## config.mk

```make
export PLATFORM = sky130hd
export DESIGN_NAME = gfx_fill_rect
export DESIGN_NICKNAME = d
export VERILOG_FILES = /design/src/rtl/gfx_fill_rect.sv
export SDC_FILE = /design/constraint.sdc
export NUM_CORES = 1
export LEC_CHECK = 0
export BUFFER_PORTS_ARGS = -buffer_cell sky130_fd_sc_hd__buf_2
export CAP_MARGIN = 30
export CORE_ASPECT_RATIO = 1.5
export CORE_MARGIN = 1.5
export CORE_UTILIZATION = 53
export CTS_CLUSTER_DIAMETER = 100
export DETAILED_ROUTE_END_ITERATION = 8
export PLACE_DENSITY_LB_ADDON = 0.25
export SLEW_MARGIN = 20
export SYNTH_ARGS = -nofsm -noshare
export SYNTH_HDL_FRONTEND = slang
export SYNTH_SLANG_ARGS = --single-unit
```

## constraint.sdc

```tcl
create_clock -name clock -period 3.1 [get_ports clock]
set_clock_uncertainty 0.05 [all_clocks]
set_input_delay 0.155 -clock clock [delete_from_list [all_inputs] [get_ports clock]]
set_output_delay 0.155 -clock clock [all_outputs]
set_load 0.01 [all_outputs]
```

## src/rtl/gfx_fill_rect.sv

```systemverilog
// Rectangle-fill engine: streams one framebuffer write per pixel of a latched rectangle, raster order.
// Optional clipping to the screen edges is enabled by defining GFX_FILL_CLIP_EN.
module gfx_fill_rect #(
  parameter int SCREEN_WIDTH  = 320,
  parameter int SCREEN_HEIGHT = 240,
  parameter int ADDR_WIDTH    = 17,
  parameter int PIXEL_WIDTH   = 8,
  localparam int XW = $clog2(SCREEN_WIDTH),
  localparam int YW = $clog2(SCREEN_HEIGHT)
) (
  input  logic                   clock,
  input  logic                   reset,
  input  logic                   start,
  input  logic [XW-1:0]          rectX,
  input  logic [YW-1:0]          rectY,
  input  logic [XW:0]            rectW,
  input  logic [YW:0]            rectH,
  input  logic [PIXEL_WIDTH-1:0] color,
  output logic                   busy,
  output logic                   done,
  output logic                   error,
  output logic [ADDR_WIDTH-1:0]  memoryAddress,
  output logic [PIXEL_WIDTH-1:0] memoryWriteData,
  output logic                   memoryWriteRequest,
  input  logic                   memoryWriteComplete
);

  typedef enum logic [1:0] {IDLE, SETUP, WRITE, DONE} state_t;

  localparam logic [XW+1:0]         SW_X   = (XW+2)'(SCREEN_WIDTH);
  localparam logic [YW+1:0]         SH_Y   = (YW+2)'(SCREEN_HEIGHT);
  localparam logic [ADDR_WIDTH-1:0] STRIDE = ADDR_WIDTH'(SCREEN_WIDTH);

  state_t                  state_q, state_d;
  logic [XW-1:0]           x0_q, x0_d;
  logic [XW-1:0]           x_q, x_d;
  logic [XW-1:0]           xLast_q, xLast_d;
  logic [YW-1:0]           y_q, y_d;
  logic [YW-1:0]           yLast_q, yLast_d;
  logic [XW:0]             w_q, w_d;
  logic [YW:0]             h_q, h_d;
  logic [PIXEL_WIDTH-1:0]  color_q, color_d;
  logic [ADDR_WIDTH-1:0]   rowBase_q, rowBase_d;
  logic                    err_q, err_d;

  // Rectangle extents, evaluated in SETUP while y_q still holds the top row.
  logic [XW+1:0] xEnd, xEndC;
  logic [YW+1:0] yEnd, yEndC;
  logic          offScreen, zeroArea, reject;

  assign xEnd      = {2'b00, x0_q} + {1'b0, w_q};
  assign yEnd      = {2'b00, y_q} + {1'b0, h_q};
  assign offScreen = ({2'b00, x0_q} >= SW_X) || ({2'b00, y_q} >= SH_Y);

`ifdef GFX_FILL_CLIP_EN
  assign xEndC    = (xEnd > SW_X) ? SW_X : xEnd;
  assign yEndC    = (yEnd > SH_Y) ? SH_Y : yEnd;
  assign reject   = 1'b0;
  assign zeroArea = offScreen || (w_q == '0) || (h_q == '0);
`else
  assign xEndC    = xEnd;
  assign yEndC    = yEnd;
  assign reject   = offScreen || (xEnd > SW_X) || (yEnd > SH_Y);
  assign zeroArea = (w_q == '0) || (h_q == '0);
`endif

  assign memoryAddress   = rowBase_q + ADDR_WIDTH'(x_q);
  assign memoryWriteData = color_q;

  always_comb begin
    state_d   = state_q;
    x0_d      = x0_q;
    x_d       = x_q;
    xLast_d   = xLast_q;
    y_d       = y_q;
    yLast_d   = yLast_q;
    w_d       = w_q;
    h_d       = h_q;
    color_d   = color_q;
    rowBase_d = rowBase_q;
    err_d     = err_q;

    busy               = (state_q != IDLE);
    done               = (state_q == DONE);
    error              = (state_q == DONE) && err_q;
    memoryWriteRequest = (state_q == WRITE);

    unique case (state_q)
      IDLE: begin
        if (start) begin
          x0_d    = rectX;
          x_d     = rectX;
          y_d     = rectY;
          w_d     = rectW;
          h_d     = rectH;
          color_d = color;
          err_d   = 1'b0;
          state_d = SETUP;
        end
      end
      SETUP: begin
        err_d = reject;
        if (reject || zeroArea) begin
          state_d = DONE;
        end else begin
          xLast_d   = XW'(xEndC - (XW+2)'(1));
          yLast_d   = YW'(yEndC - (YW+2)'(1));
          rowBase_d = ADDR_WIDTH'(y_q) * STRIDE;
          state_d   = WRITE;
        end
      end
      WRITE: begin
        if (memoryWriteComplete) begin
          if (x_q == xLast_q) begin
            x_d = x0_q;
            // Row base is left on the final row so it never walks past the screen.
            if (y_q == yLast_q) begin
              state_d = DONE;
            end else begin
              y_d       = y_q + 1'b1;
              rowBase_d = rowBase_q + STRIDE;
            end
          end else begin
            x_d = x_q + 1'b1;
          end
        end
      end
      DONE: begin
        state_d = IDLE;
      end
      default: state_d = IDLE;
    endcase
  end

  always_ff @(posedge clock or negedge reset) begin
    if (!reset) begin
      state_q   <= IDLE;
      x0_q      <= '0;
      x_q       <= '0;
      xLast_q   <= '0;
      y_q       <= '0;
      yLast_q   <= '0;
      w_q       <= '0;
      h_q       <= '0;
      color_q   <= '0;
      rowBase_q <= '0;
      err_q     <= 1'b0;
    end else begin
      state_q   <= state_d;
      x0_q      <= x0_d;
      x_q       <= x_d;
      xLast_q   <= xLast_d;
      y_q       <= y_d;
      yLast_q   <= yLast_d;
      w_q       <= w_d;
      h_q       <= h_d;
      color_q   <= color_d;
      rowBase_q <= rowBase_d;
      err_q     <= err_d;
    end
  end

endmodule

```

* Word level (Yosys, flattened, before mapping)
Index checks and enable logic that the tools add are counted.
W data, S select, Z words.
** Operators by class
- Add/subtract/negate cells :: 8
- $mul :: 1
- Magnitude comparators :: 4
- Equal/unequal tests :: 11
- Multiplexer cells :: 22
- Bitwise operators :: 1
- Reductions and logical operators :: 20
** Operators with widths (number)
- $mux W17 :: 4
- $pmux W17 S2 :: 1
- $mux W8 :: 4
- $mux W9 :: 3
- $pmux W9 S2 :: 1
- $add A17 B9 Y17 :: 1
- $add A17 B9 Y17 const B :: 1
- $pmux W8 S2 :: 1
- $add A9 B10 Y11 :: 1
- $gt A11 B9 Y1 const B :: 1
- $mul A8 B3 Y11 const B :: 1
- $add A8 B9 Y10 :: 1
- $gt A10 B8 Y1 const B :: 1
- $logic_not A10 Y1 :: 1
- $reduce_and A5 Y1 :: 2
- $add A9 B1 Y9 const B :: 1
- $eq A9 B9 Y1 :: 1
- $ge A9 B9 Y1 const B :: 1
- $logic_not A9 Y1 :: 1
- $sub A9 B1 Y9 const B :: 1
- $add A8 B1 Y8 const B :: 1
- $eq A8 B8 Y1 :: 1
- $ge A8 B8 Y1 const B :: 1
- $mux W2 :: 4
- 16 further kinds :: 31
** Word-level totals
- Register bits :: 90
- Input port bits :: 48
- Output and inout port bits :: 29
- Logic and storage cells :: 78

* Depth between registers and ports, before layout
- Depth in word-level cells :: 7
- Gate-level depth with buffers :: 13
- Mapped depth without buffers :: 11

* Worst setup path after synthesis
No wires, ideal clock.
- Path kind :: flip-flop to flip-flop
- From :: reg y_q[0]
- To :: reg xLast_q[0]
- Library setup time :: 0.125 ns
- Arrival time :: 3.114 ns
- Required time :: 2.925 ns
- Path slack :: -0.189 ns
- Stages on the path, launching flop included :: 13
- Buffers on the path :: 2
- Period minus slack after synthesis :: 3.289 ns
- Path through :: dfrtp_1 ha_1 fa_1 a21o_1 a21oi_1 xnor2_1 or4b_1 o21ai_1 nor3_2 and3_1 buf_6 buf_12 mux2_4
** Between the ends
- Word-level cells in the longest chain between the ends :: 7
- Elaborated cells on any way between the ends :: 9
- Classes of those cells :: add/sub: 1; order compare: 2; bitwise: 1; reduce/logical: 5
** RTL lines
- start, declared :: line 38 : logic [YW-1:0] y_q, y_d;
- start signal, assigned :: line 153 : y_q <= y_d;
- parallel branches: the longest is 3 deep, another holds $add A8 B9 Y10
- $logic_or A1 B1 Y1 * :: line 63 : assign reject = offScreen || (xEnd > SW_X) || (yEnd > SH_Y);
- $logic_or A1 B1 Y1 * :: line 103 : if (reject || zeroArea) begin
- $not A1 Y1 (no line) *
- $reduce_and A2 Y1 (no line) *
- end signal, assigned :: line 152 : xLast_q <= xLast_d;
- end, declared :: line 37 : logic [XW-1:0] xLast_q, xLast_d;
Mark *: on every way between the ends.
A chain may end at the register's enable or synchronous reset.

* Final worst setup path
- From :: reg y_q[2]
- To :: reg xLast_q[1]
Same word-level chain as after synthesis.

==> impl_metrics.csv <==
group,metric,value,unit
outcome,status,"finished with violations",
outcome,failing_checks,"negative setup slack",
logic_synthesis,syn_area_per_cell,9.599,um^2
clocking,worstSkewPairLatency,0.35,ns
global_routing,antenna_found_initial,0,
drt,detail_route.first_pass.iterations,5,
worst_setup_path,critPathMaxFanout,8,
worst_setup_path,critical_path_arrival,3.45,ns
drt,highest-signal-layer,"met4",
sta,worst_slew_pin_slew,0.5602,ns
cells_and_area,syn_to_final_growth,27.70,%
run,maxCapViolCount,0,
placement,dp_hpwl,11.74,mm
drt,drt.antenna.violating_nets,0,
cells_and_area,layout-drive-gt1-share,33.11,%
sta,grt_setup_unrepaired,"yes",
logic_synthesis,ys_warn_count,0,
clocking,tritoncts,"done",
drt,routed_wirelength_normalized_by_instance_count,18.28,um
sta,post-route-min-period,3.248,ns
global_routing,number_of_global_route_vias_before_repair,5309,
die,die_area,11980,um^2
global_routing,grt_use_total,26.91,%
sta,finalMaxSlewViolations,0,
cells_and_area,fill_cells,875,
drt,detailedRoute.firstIterationViolations,297,
clocking,cts_root_buffer,"clkbuf_16",
cells_and_area,layout.core_utilization,69.30,%
logic_synthesis,yosys_register_bits,84,
die,coreArea,11060,um^2
logic_synthesis,synth_edf_count,0,
clocking,clock_path_buffers,2,
logic_synthesis,synth_area,6000,um^2
sta,max_clock_freq,0.3079,GHz
worst_hold_path,hold_path.class,"input port to flop",
worst_setup_path,worst_setup_path_class,"flop to flop",
global_routing,maximum_number_of_pins_on_one_net_before_global_route_repair,38,
clocking,numClockSinks,84,
logic_synthesis,post_synth_inst_count,625,
logic_synthesis,async_reset_ff_share,100.0,%
worst_setup_path,critical_path.startpoint_type,"flop",
clocking,cts.reportedPaths.clkPinSlew,0.06,ns
logic_synthesis,synthDominantCellAreaShare,35.04,%
clocking,count_of_h_tree_levels_built_during_cts,3,
sta,min_period_over_period,104.8,%
sta,final_critical_path_setup_slack,-0.1480,ns
logic_synthesis,synth_area_leaders,"dfrtp_1 (35%), mux2_2 (9.4%), ha_1 (9.2%), xnor2_1 (4.8%), a21oi_1 (4.5%)",
die,floorplan.die.width,89.87,um
cells_and_area,design_area,7661,um^2
placement,place_congestion,0.8628,
die,die_y,133.3,um
clocking,tritoncts.num_buffers,9,
sta,setup_viol_count_final,22,
global_routing,grt-ovfl-total,0,
drt,met2_wirelength,8.971,mm
worst_setup_path,critical_path_data_required_time,3.30,ns
placement,detailed_place.area,6754,um^2
die,placementRows,47,
logic_synthesis,synth_cell_types,67,
placement,placement.setup.worst_slack,-0.05023,ns
drt,route.layer.met1.wl,6.218,mm
placement,port_buffers,76,
logic_synthesis,mappedNetlistNets,720,
drt,detailroute.via_count,5328,
die,i_o_pin_cnt,77,
drt,remaining_drc_errors,0,
cells_and_area,num-nets-final,851,
logic_synthesis,synth_area_leader_cell,"dfrtp_1",
drt,via_to_cell_ratio,5.868,
worst_setup_path,timing.critical_path.to_type,"flop",
cells_and_area,antenna-diode-count,0,
global_routing,grt_pass1_wl,25.56,mm
sta,final_hold_viol_count,0,
logic_synthesis,synth_top_flop_cell,"dfrtp_1",
drt,route.met3.wl,677,um
drt,route.final.wire_length,16.60,mm
logic_synthesis,seq_area_frac_synth,35.04,%
die,initial_core_util,54.27,%
sta,max-slew-margin-rel,62.34,%
-- sequential cells by signal, indices dropped and copies added (netlist names) --
signal	flops
w_q	10
xLast_q	9
memoryWriteData	8
rowBase_q	11
err_q	1
y_q	8
x_q	9
h_q	9
state_q	2
x0_q	9
yLast_q	8
-- routing by layer --
layer / up-vias / global-route usage [%]
met1: 2605 / 29.50
met4: 0 / 12.61
met3: 46 / 3.539
met5: - / 0
met2: 173 / 50.89
li1: 2504 / -
-- cell families after synthesis --
| group | after synthesis | synth area share, % |
|---|---|---|
| buf+inv | 57 | 4.171 |
| xor+xnor | 58 | 8.467 |
| simple gates | 167 | 13.99 |
| fa+ha+maj | 47 | 10.18 |
| mux | 72 | 13.72 |
| compound gates | 140 | 14.43 |
| flops | 84 | 35.04 |
-- metrics by stage --
step	setup TNS [ns]	cells	hold WS (ns)
3_3_place_gp	0	854	0.1073
3_5_place_dp	-0.4298	854	0.1133
2_1_floorplan	-0.2615	625	-0.1906
5_1_grt	-4.164	908	0.001811
4_1_cts	-0.002057	890	0.0003186
6_report	-2.127	908	0.002768
-- critical path: stages (launching register included) --
cell      delay, ns
dfrtp_1        0.44
ha_1           0.40
a21oi_1        0.22
a21boi_0       0.13
or4b_1         0.61
a21oi_2        0.23
o21ai_4        0.09
nor3_2         0.16
and3_4         0.22
buf_12         0.12
buf_12         0.13
buf_4          0.12
mux2i_1        0.22
-- worst paths after layout --
path / startpoint / endpoint / slack [ns] / cells after the start
setup / recovery: y_q[2] / xLast_q[1] / -0.15 / 12
hold / removal: rectW[1] / w_q[1] / 0.003 / 2
setup reg to reg: y_q[2] / xLast_q[1] / -0.15 / 12
hold reg to reg: memoryWriteData[4] / memoryWriteData[4] / 0.46 / 1
max in group asynchronous: reset / h_q[0] / 1.94 / 3
min in group asynchronous: reset / rowBase_q[12] / 0.27 / 2
-- layout make-up --
class / instances / area (um^2) / area share (%)
Multi-Input combinational cell: 484 / 3864 / 50.43
Clock inverter: 5 / 107.6 / 1.405
Timing Repair Buffer: 152 / 1065 / 13.90
Sequential cell: 84 / 2105 / 27.47
Inverter: 25 / 93.84 / 1.225
Tap cell: 147 / 183.9 / 2.401
Clock buffer: 11 / 242.7 / 3.168
-- repair_timing --
action / in CTS / in global routing
endpoints found under the hold margin: 54 / 2
setup endpoints to repair: 16 / 26
buffers inserted: 0 / 17
pin swaps: 3 / 18
resized for setup: 4 / 48
hold buffers: 20 / 2
-- cells in the final DEF, fill, tap and decap left out, types with 3 or more instances in the layout --
cell type,instances
o21ai_0,26
and2_4,3
buf_2,75
nor3_1,7
nand2b_1,3
dfrtp_1,82
bufinv_16,3
buf_6,3
clkbuf_16,9
nor2_1,33
ha_2,3
mux2i_1,14
o22ai_1,12
dlygate4sd3_1,22
o31ai_1,3
nor2b_1,3
a21o_1,7
xnor2_1,32
ha_1,39
a21oi_2,10
buf_12,3
buf_4,48
a21oi_1,44
nand3_1,23
nand4_1,5
and3_1,5
inv_1,23
nand2_1,49
mux2_4,16
xor2_1,24
mux2_2,42
a211oi_1,4
nor4_1,7
and2_1,4
-- cell usage after synthesis (all sizes together), types with 5 or more instances --
master   n
o22ai   13
ha      44
a21o     7
xor2    25
nand3   24
nand4    5
nor4     8
nor3     8
and3     6
nand2   51
inv     25
o21ai   27
xnor2   33
dfrtp   84
and2     7
mux2i   14
clkbuf  24
mux2    58
buf      8
nor2    34
a211oi   6
a21oi   54
Power is not shown: default switching activity piles up to over one toggle a cycle in this logic, so the estimate is an artifact.
